$ cat src/rtl/pe_acc_mac.sv
// pe_acc_mac -- accumulating multiply-accumulate processing element.
//
// Each accepted term converts an integer ifmap value to float32, then forms
// weight * ifmap + psum. The psum is the bias on the first term of a dot
// product, or the internal float32 accumulator on later terms. The result is
// offered on a valid/ready port after the term flagged in_last.
//
// Optional feature: define PE_RELU_EN to clamp the delivered result to +0.0
// whenever its sign bit is set. The accumulator itself is never clamped.
//
// Parameters:
//   IFMAP_W      ifmap width (1..32), extended to 32 bits before conversion
//   IFMAP_SIGNED 1 = sign-extend ifmap, 0 = zero-extend
//   CVT_LAT      int32->float32 converter latency in cycles (>= 1)
//   MAC_LAT      float32 multiply-add latency in cycles (>= 1)
// Ports:
//   clk, rst_n                      clock, asynchronous active-low reset
//   in_valid/in_ready               term handshake
//   in_first, in_last               dot-product delimiters
//   ifmap, weight, bias             term operands (bias used with in_first only)
//   out_valid/out_ready, ofmap      result handshake and float32 result
//   busy                            high whenever the controller is not idle
module pe_acc_mac #(
   parameter int IFMAP_W      = 32,
   parameter bit IFMAP_SIGNED = 1'b1,
   parameter int CVT_LAT      = 6,
   parameter int MAC_LAT      = 16
) (
   input  logic               clk,
   input  logic               rst_n,
   input  logic               in_valid,
   output logic               in_ready,
   input  logic               in_first,
   input  logic               in_last,
   input  logic [IFMAP_W-1:0] ifmap,
   input  logic [31:0]        weight,
   input  logic [31:0]        bias,
   output logic               out_valid,
   input  logic               out_ready,
   output logic [31:0]        ofmap,
   output logic               busy
);
   localparam int TOT   = CVT_LAT + MAC_LAT;
   localparam int CNT_W = $clog2(TOT + 2);

   localparam logic [1:0] S_IDLE = 2'd0;
   localparam logic [1:0] S_BUSY = 2'd1;
   localparam logic [1:0] S_HOLD = 2'd2;

   // Signed int32 -> float32, round to nearest even.
   function automatic logic [31:0] int_to_f32(input logic [31:0] v);
      logic        s;
      logic [31:0] mag;
      logic [31:0] norm;
      logic [23:0] man;
      logic [8:0]  e;
      int          p;
      s    = v[31];
      mag  = s ? (~v + 32'd1) : v;
      p    = 0;
      for (int i = 0; i < 32; i++) if (mag[i]) p = i;
      norm = mag << (31 - p);
      man  = {1'b0, norm[30:8]};
      e    = 9'(127 + p);
      if (norm[7] && ((|norm[6:0]) || norm[8])) man = man + 24'd1;
      // A rounding carry out of the fraction moves to the next binade.
      if (man[23]) e = e + 9'd1;
      return (mag == 32'd0) ? 32'h0000_0000 : {s, e[7:0], man[22:0]};
   endfunction

   // Fused float32 a*b + c with a single round-to-nearest-even step.
   // Subnormal inputs/results flush to zero; Inf/NaN inputs give a quiet NaN.
   function automatic logic [31:0] f32_fma(input logic [31:0] a, input logic [31:0] b,
                                           input logic [31:0] c);
      logic [23:0] ma, mb, mc;
      logic [47:0] pm;
      logic [73:0] xp, xc, big, sml;
      logic [74:0] r, n;
      logic [24:0] mr;
      logic        sp, sc, sbig, ssml, sr, sticky;
      int          ep, ec, emax, d, q, er;
      if (a[30:23] == 8'hFF || b[30:23] == 8'hFF || c[30:23] == 8'hFF) return 32'h7FC0_0000;
      ma = (a[30:23] == 8'd0) ? 24'd0 : {1'b1, a[22:0]};
      mb = (b[30:23] == 8'd0) ? 24'd0 : {1'b1, b[22:0]};
      mc = (c[30:23] == 8'd0) ? 24'd0 : {1'b1, c[22:0]};
      pm = {24'd0, ma} * {24'd0, mb};
      sp = a[31] ^ b[31];
      sc = c[31];
      // Both operands share the scale value = X * 2^(e-127-72); a zero
      // operand gets an exponent far below anything it could disturb.
      ep = (pm == 48'd0) ? -300 : int'(a[30:23]) + int'(b[30:23]) - 127;
      ec = (mc == 24'd0) ? -300 : int'(c[30:23]);
      xp = {pm, 26'd0};
      xc = {1'b0, mc, 49'd0};
      if (ep >= ec) begin
         d = ep - ec; emax = ep; big = xp; sml = xc; sbig = sp; ssml = sc;
      end else begin
         d = ec - ep; emax = ec; big = xc; sml = xp; sbig = sc; ssml = sp;
      end
      if (d > 73) begin
         sticky = |sml;
         sml    = '0;
      end else begin
         sticky = |(sml & ~({74{1'b1}} << d));
         sml    = sml >> d;
      end
      sml[0] = sml[0] | sticky;
      if (sbig == ssml) begin
         r = {1'b0, big} + {1'b0, sml}; sr = sbig;
      end else if (big >= sml) begin
         r = {1'b0, big - sml}; sr = sbig;
      end else begin
         r = {1'b0, sml - big}; sr = ssml;
      end
      // Exact zero: keep the sign only when both addends agree on it.
      if (r == 75'd0) return {sp & sc, 31'd0};
      q = 0;
      for (int i = 0; i < 75; i++) if (r[i]) q = i;
      n  = r << (74 - q);
      er = emax + q - 72;
      mr = {1'b0, n[74:51]};
      if (n[50] && ((|n[49:0]) || n[51])) mr = mr + 25'd1;
      if (mr[24]) begin
         er = er + 1;
         mr = mr >> 1;
      end
      if (er >= 255) return {sr, 8'hFF, 23'd0};
      if (er <= 0)   return {sr, 31'd0};
      return {sr, 8'(er), mr[22:0]};
   endfunction

   logic [1:0]       state_q, state_d;
   logic [CNT_W-1:0] cnt_q, cnt_d;
   logic [31:0]      ifmap_q, ifmap_d, weight_q, weight_d, psum_q, psum_d, acc_q, acc_d;
   logic             last_q, last_d;
   logic [31:0]      ifmap_ext, cvt_out, mac_out;

   if (IFMAP_SIGNED) begin : g_sext
      assign ifmap_ext = 32'($signed(ifmap));
   end else begin : g_zext
      assign ifmap_ext = 32'(ifmap);
   end

   // Arithmetic pipelines stand in for the converter and multiply-add cores:
   // free-running, no reset, input sampled every cycle.
   genvar gi;
   for (gi = 0; gi < CVT_LAT; gi++) begin : g_cvt
      logic [31:0] stage_q;
      if (gi == 0) begin : g_head
         always_ff @(posedge clk) stage_q <= int_to_f32(ifmap_q);
      end else begin : g_body
         always_ff @(posedge clk) stage_q <= g_cvt[gi-1].stage_q;
      end
   end
   assign cvt_out = g_cvt[CVT_LAT-1].stage_q;

   for (gi = 0; gi < MAC_LAT; gi++) begin : g_mac
      logic [31:0] stage_q;
      if (gi == 0) begin : g_head
         always_ff @(posedge clk) stage_q <= f32_fma(weight_q, cvt_out, psum_q);
      end else begin : g_body
         always_ff @(posedge clk) stage_q <= g_mac[gi-1].stage_q;
      end
   end
   assign mac_out = g_mac[MAC_LAT-1].stage_q;

   always_comb begin
      state_d  = state_q;
      cnt_d    = cnt_q;
      ifmap_d  = ifmap_q;
      weight_d = weight_q;
      psum_d   = psum_q;
      last_d   = last_q;
      acc_d    = acc_q;
      case (state_q)
         S_IDLE: begin
            if (in_valid) begin
               ifmap_d  = ifmap_ext;
               weight_d = weight;
               psum_d   = in_first ? bias : acc_q;
               last_d   = in_last;
               cnt_d    = '0;
               state_d  = S_BUSY;
            end
         end
         S_BUSY: begin
            // Operands have been stable for TOT+1 cycles when cnt hits TOT,
            // so the pipeline output no longer depends on earlier contents.
            cnt_d = cnt_q + 1'b1;
            if (cnt_q == CNT_W'(TOT)) begin
               acc_d   = mac_out;
               cnt_d   = '0;
               state_d = last_q ? S_HOLD : S_IDLE;
            end
         end
         S_HOLD: begin
            if (out_ready) state_d = S_IDLE;
         end
         default: state_d = S_IDLE;
      endcase
   end

   always_ff @(posedge clk or negedge rst_n) begin
      if (!rst_n) begin
         state_q  <= S_IDLE;
         cnt_q    <= '0;
         ifmap_q  <= '0;
         weight_q <= '0;
         psum_q   <= '0;
         last_q   <= 1'b0;
         acc_q    <= '0;
      end else begin
         state_q  <= state_d;
         cnt_q    <= cnt_d;
         ifmap_q  <= ifmap_d;
         weight_q <= weight_d;
         psum_q   <= psum_d;
         last_q   <= last_d;
         acc_q    <= acc_d;
      end
   end

   assign in_ready  = (state_q == S_IDLE);
   assign out_valid = (state_q == S_HOLD);
   assign busy      = (state_q != S_IDLE);
`ifdef PE_RELU_EN
   assign ofmap = acc_q[31] ? 32'h0000_0000 : acc_q;
`else
   assign ofmap = acc_q;
`endif

endmodule

$ cat config.mk
export PLATFORM = sky130hd
export DESIGN_NAME = pe_acc_mac
export DESIGN_NICKNAME = d
export VERILOG_FILES = /design/src/rtl/pe_acc_mac.sv
export SDC_FILE = /design/constraint.sdc
export NUM_CORES = 2
export LEC_CHECK = 0
export ABC_AREA = 1
export CAP_MARGIN = 15
export CELL_PAD_IN_SITES_DETAIL_PLACEMENT = 2
export CELL_PAD_IN_SITES_GLOBAL_PLACEMENT = 2
export CORE_ASPECT_RATIO = 1.25
export CORE_MARGIN = 5
export CORE_UTILIZATION = 37
export CTS_CLUSTER_DIAMETER = 80
export DETAILED_ROUTE_END_ITERATION = 10
export GPL_ROUTABILITY_DRIVEN = 0
export PLACE_DENSITY = 0.86
export SYNTH_ARGS = -nofsm -noshare
export SYNTH_HDL_FRONTEND = slang
export SYNTH_SLANG_ARGS = --single-unit
$ cat constraint.sdc
create_clock -name clk -period 27.2 [get_ports clk]
set_input_delay 6.8 -clock clk [delete_from_list [all_inputs] [get_ports clk]]
set_output_delay 6.8 -clock clk [all_outputs]
set_load 0.01 [all_outputs]
==> metrics, run 1 <==
width of the die=400 microns; most instantiated cells after synthesis=nand2_1, inv_1, nor2_1; Post-synth EDFFs=0; # rows=179; number of CTS-inserted buffers=89; Synth Net Count=11.3k; Global Route Usage Sum=60.0%; Port Buffer Count=136; Post-Place Cells=12.7k; Top Ports=137; hpwl dp=306000 microns; root buffer cell=clkbuf_16; Failed at=global routing; ys flop type=dfxtp_1; Synth top area share=20.0%; first-pass GRT wire length=883000 microns; Initial Util=37.1%; post-synth top area cell=dfxtp_1; CTS Hold Buffers Added=0; Log Error=[ERROR GRT-0116] Global routing finished with congestion. Check the congestion regions in the DRC Viewer.; Syn Area/Cell=6.86 sq um; vias in the first global route=107k; most frequent cell after synthesis=nand2_1; clock buffer depth=3; Post-Syn Instances=10.3k; synthesis warning total=0; GR Overflow Total=735; mapped cell area=70500 sq um; ys async rst share=16.2%; #FFs+latches synth=840; number of clock sinks=840; Die Height=498 microns; Cell variety after synth=82; status=stopped before the end; htree depth=3; largest net degree at the start of global routing=132; synth top area cells=dfxtp_1, nand2_1, fa_1; sequential share of the synthesized area=24.8%
-- metal layers --
| metal | overflow | GRT usage (%) |
|---|---|---|
| met3 | 23 | 43.9 |
| met1 | 21 | 56.9 |
| met5 | 4 | 24.6 |
| met4 | 267 | 61.0 |
| met2 | 420 | 79.1 |
-- metrics by stage --
step	setup slack [ns]	area, sq um	hold slack [ns]	utilization (%)	setup TNS [ns]
4_1_cts	0.000835	78600	0.270	41.4	0
3_5_place_dp	-2.44	74400	0.313	39.2	-70.74
3_3_place_gp	0.229	74400	0.310	39.2	0
2_1_floorplan	4.83	70500	0.310	-	0
-- what timing repair did --
| action | 4_1_cts |
|---|---|
| endpoints found under the setup margin | 31 |
| setup buffers | 53 |
| gates resized for setup | 179 |
| hold endpoints to repair | 0 |
| pin swaps | 12 |
| gates cloned | 5 |
-- logic make-up after synthesis --
group / after synthesis / share of synthesized area, %
flip-flops: 840 / 24.8
AND/OR/NAND/NOR: 5228 / 30.9
multiplexers: 34 / 0.541
XOR/XNOR: 168 / 2.09
buffers and inverters: 2017 / 11.6
AO/OA/AOI/OAI: 1103 / 8.82
adder cells (fa/ha/maj): 888 / 21.2
==> run 2, diff against run 1 <==
==> config.mk (replaced) <==
export PLATFORM = sky130hd
export DESIGN_NAME = pe_acc_mac
export DESIGN_NICKNAME = d
export VERILOG_FILES = /design/src/rtl/pe_acc_mac.sv
export SDC_FILE = /design/constraint.sdc
export NUM_CORES = 2
export LEC_CHECK = 0
export ABC_AREA = 1
export CAP_MARGIN = 15
export CORE_MARGIN = 5
export CORE_UTILIZATION = 40
export DETAILED_ROUTE_END_ITERATION = 10
export GPL_ROUTABILITY_DRIVEN = 0
export PLACE_DENSITY_LB_ADDON = 0.15
export SYNTH_ARGS = -nofsm -noshare
export SYNTH_HDL_FRONTEND = slang
export SYNTH_SLANG_ARGS = --single-unit
==> metrics, run 2 <==
status=completed; WP data arrival=25.97 ns; pre-CTS setup slack=0.433 ns (+2.87 ns); clk_lat worst skew=0.71 ns; CP top delay family=simple AND/OR/NAND/NOR gates; TritonCTS clock tree=built; Hold Startpoint=g_mac[1].stage_q[29]; multi-input combinational cell area=45000 sq um; Vias/cell=5.30; Crit Path Category=reg -> reg; vias in the first global route=66.6k; number of clock sinks=840 (unchanged); GRT busiest layer=met2; CP startpoint kind=flop; htree depth=3 (unchanged); clock-pin slew on the worst setup and hold paths=0.09 ns; Rel. slew slack=23.3%; mapped cell area=70500 sq um (unchanged); Die Footprint=185000 sq um; CP peak stage delay=0.80 ns; ys async rst share=16.2% (unchanged); most frequent cells in the layout=nand2_1, inv_1, nor2_1; Max Fclk=0.0394 GHz; #FFs+latches synth=840 (unchanged); post-route clock period utilization=93.3%; final hold viol count=0; Cell variety after synth=82 (unchanged); Largest Register=g_mac.stage_q; wire per inst=19.9 microns; Post-Syn Instances=10.3k (unchanged); clock buffer depth=3 (unchanged); Synth top area share=20.0% (unchanged); slowest cell on the critical path=clkinv_1; Top Ports=137 (unchanged); Detailed Route WL=256000 microns; DRT antenna net count=0; met1 Track Usage GR=34.0%; DRC=0; Final Hold Slack=0.293 ns; # rows=154 (-14%); max FFs per register=512; commonest non-fill, non-tap cell in the layout=nand2_1; CP endpoint kind=flop; Fin Setup TNS=0 ns; met3 Resource Use GR=3.97%; met2 Usage GRT=43.5%; drt first pass iters=9; most frequent CP cell=nand2_1; most frequent cell after synthesis=nand2_1; Final Max Tran Viols=0; Hold Crit Class=reg -> reg; Die Height=430 microns (-14%); synth top area cells=dfxtp_1, nand2_1, fa_1; post-synth top area cell=dfxtp_1; Core Area=176000 sq um; worst path bufs/invs=21; CP max FO=33; synthesis warning total=0 (unchanged); hpwl dp=208000 microns (-32%); Layout area overhead=12.0%; Syn Area/Cell=6.86 sq um (unchanged); setup repair after global routing missed its margin=no; fillers=18.3k; ys flop type=dfxtp_1; biggest regs=g_mac.stage_q (512), g_cvt.stage_q (160); Final Core Density=44.9%; number of CTS-inserted buffers=83 (-6.7%); width of the die=430 microns (+7.3%); GR Overflow Total=0; post-route clock skew=0.0425 ns; root buffer cell=clkbuf_16; largest net degree at the start of global routing=100; Worst-Margin Slew=1.14 ns; Post-synth EDFFs=0 (unchanged); Register Area=17500 sq um; Global Route Usage Sum=26.9%; detailed-route via count=68.3k; Port Buffer Count=136 (unchanged); fin nets=11.5k; Iteration-0 DRC Markers=6614; layout cells sized above 1=7.89%; CP required=27.78 ns; endpoints failing setup=0; CTS Hold Buffers Added=0 (unchanged); antenna violations before repair=2; worst setup margin=1.81 ns; Critical R2R Launch=cvt_out[26]; CP Launch Point=cvt_out[26]; Final Critical Period=25.39 ns; sequential share of the synthesized area=24.8% (unchanged); Synth Net Count=11.3k (unchanged); most instantiated cells after synthesis=nand2_1, inv_1, nor2_1; Max Cap Viol=0; Initial Util=40.1% (+3.0 points); first-pass GRT wire length=390000 microns
run 2: cell counts after synthesis:
No cell type changed its count.
run 2: kinds of logic (layout without fill, tap and decap cells):
group | Yosys count | count (layout) | synth area share (%)
mux | 34 | 34 | 0.541
xor+xnor | 168 | 168 | 2.09
simple gates | 5228 | 5228 | 30.9
compound gates | 1103 | 1103 | 8.82
flops | 840 | 840 | 24.8
other cells | 0 | 2 | 0
fa+ha+maj | 888 | 888 | 21.2
buf+inv | 2017 | 2295 | 11.6
run 2: path summary, 6_finish.rpt:
check / to / slack, ns / depth (start not counted)
min in group asynchronous: ifmap_q[12] / 6.02 / 1
max in group asynchronous: ofmap[16] / 19.22 / 3
setup / recovery: g_mac[0].stage_q[21] / 1.81 / 133
hold / removal: g_mac[2].stage_q[29] / 0.29 / 0
setup reg to reg: g_mac[0].stage_q[21] / 1.81 / 133
hold reg to reg: g_mac[2].stage_q[29] / 0.29 / 0
run 2: timing repair:
item,4_1_cts,5_1_grt
hold endpoints to repair,0,0
setup endpoints to repair,0,31
gates resized for setup,0,50
buffers inserted,0,9
run 2: cell type report:
type	instances	area share, %
Timing Repair Buffer	568	6.04
Sequential cell	840	22.2
Clock inverter	40	0.628
Clock buffer	111	2.90
Multi-Input combinational cell	7421	57.0
Inverter	1576	7.53
Tap cell	2340	3.71
Antenna cell	2	0.00634
run 2: routing by layer:
| layer | up-vias | routed length (microns) |
|---|---|---|
| li1 | 32600 | - |
| met1 | 32000 | 105000 |
| met2 | 2961 | 114000 |
| met3 | 796 | 18300 |
| met4 | 2 | 19300 |
| met5 | - | 15 |
run 2: stage by stage:
step	area [sq um]	cells
floorplan	70500	10300
global placement	75900	12700
detailed placement	75900	12700
CTS	78700	12900
global route	79000	12900
finish	79000	12900
Power of run 2 is not shown: default switching activity piles up to over one toggle a cycle in this logic, so the estimate is an artifact.
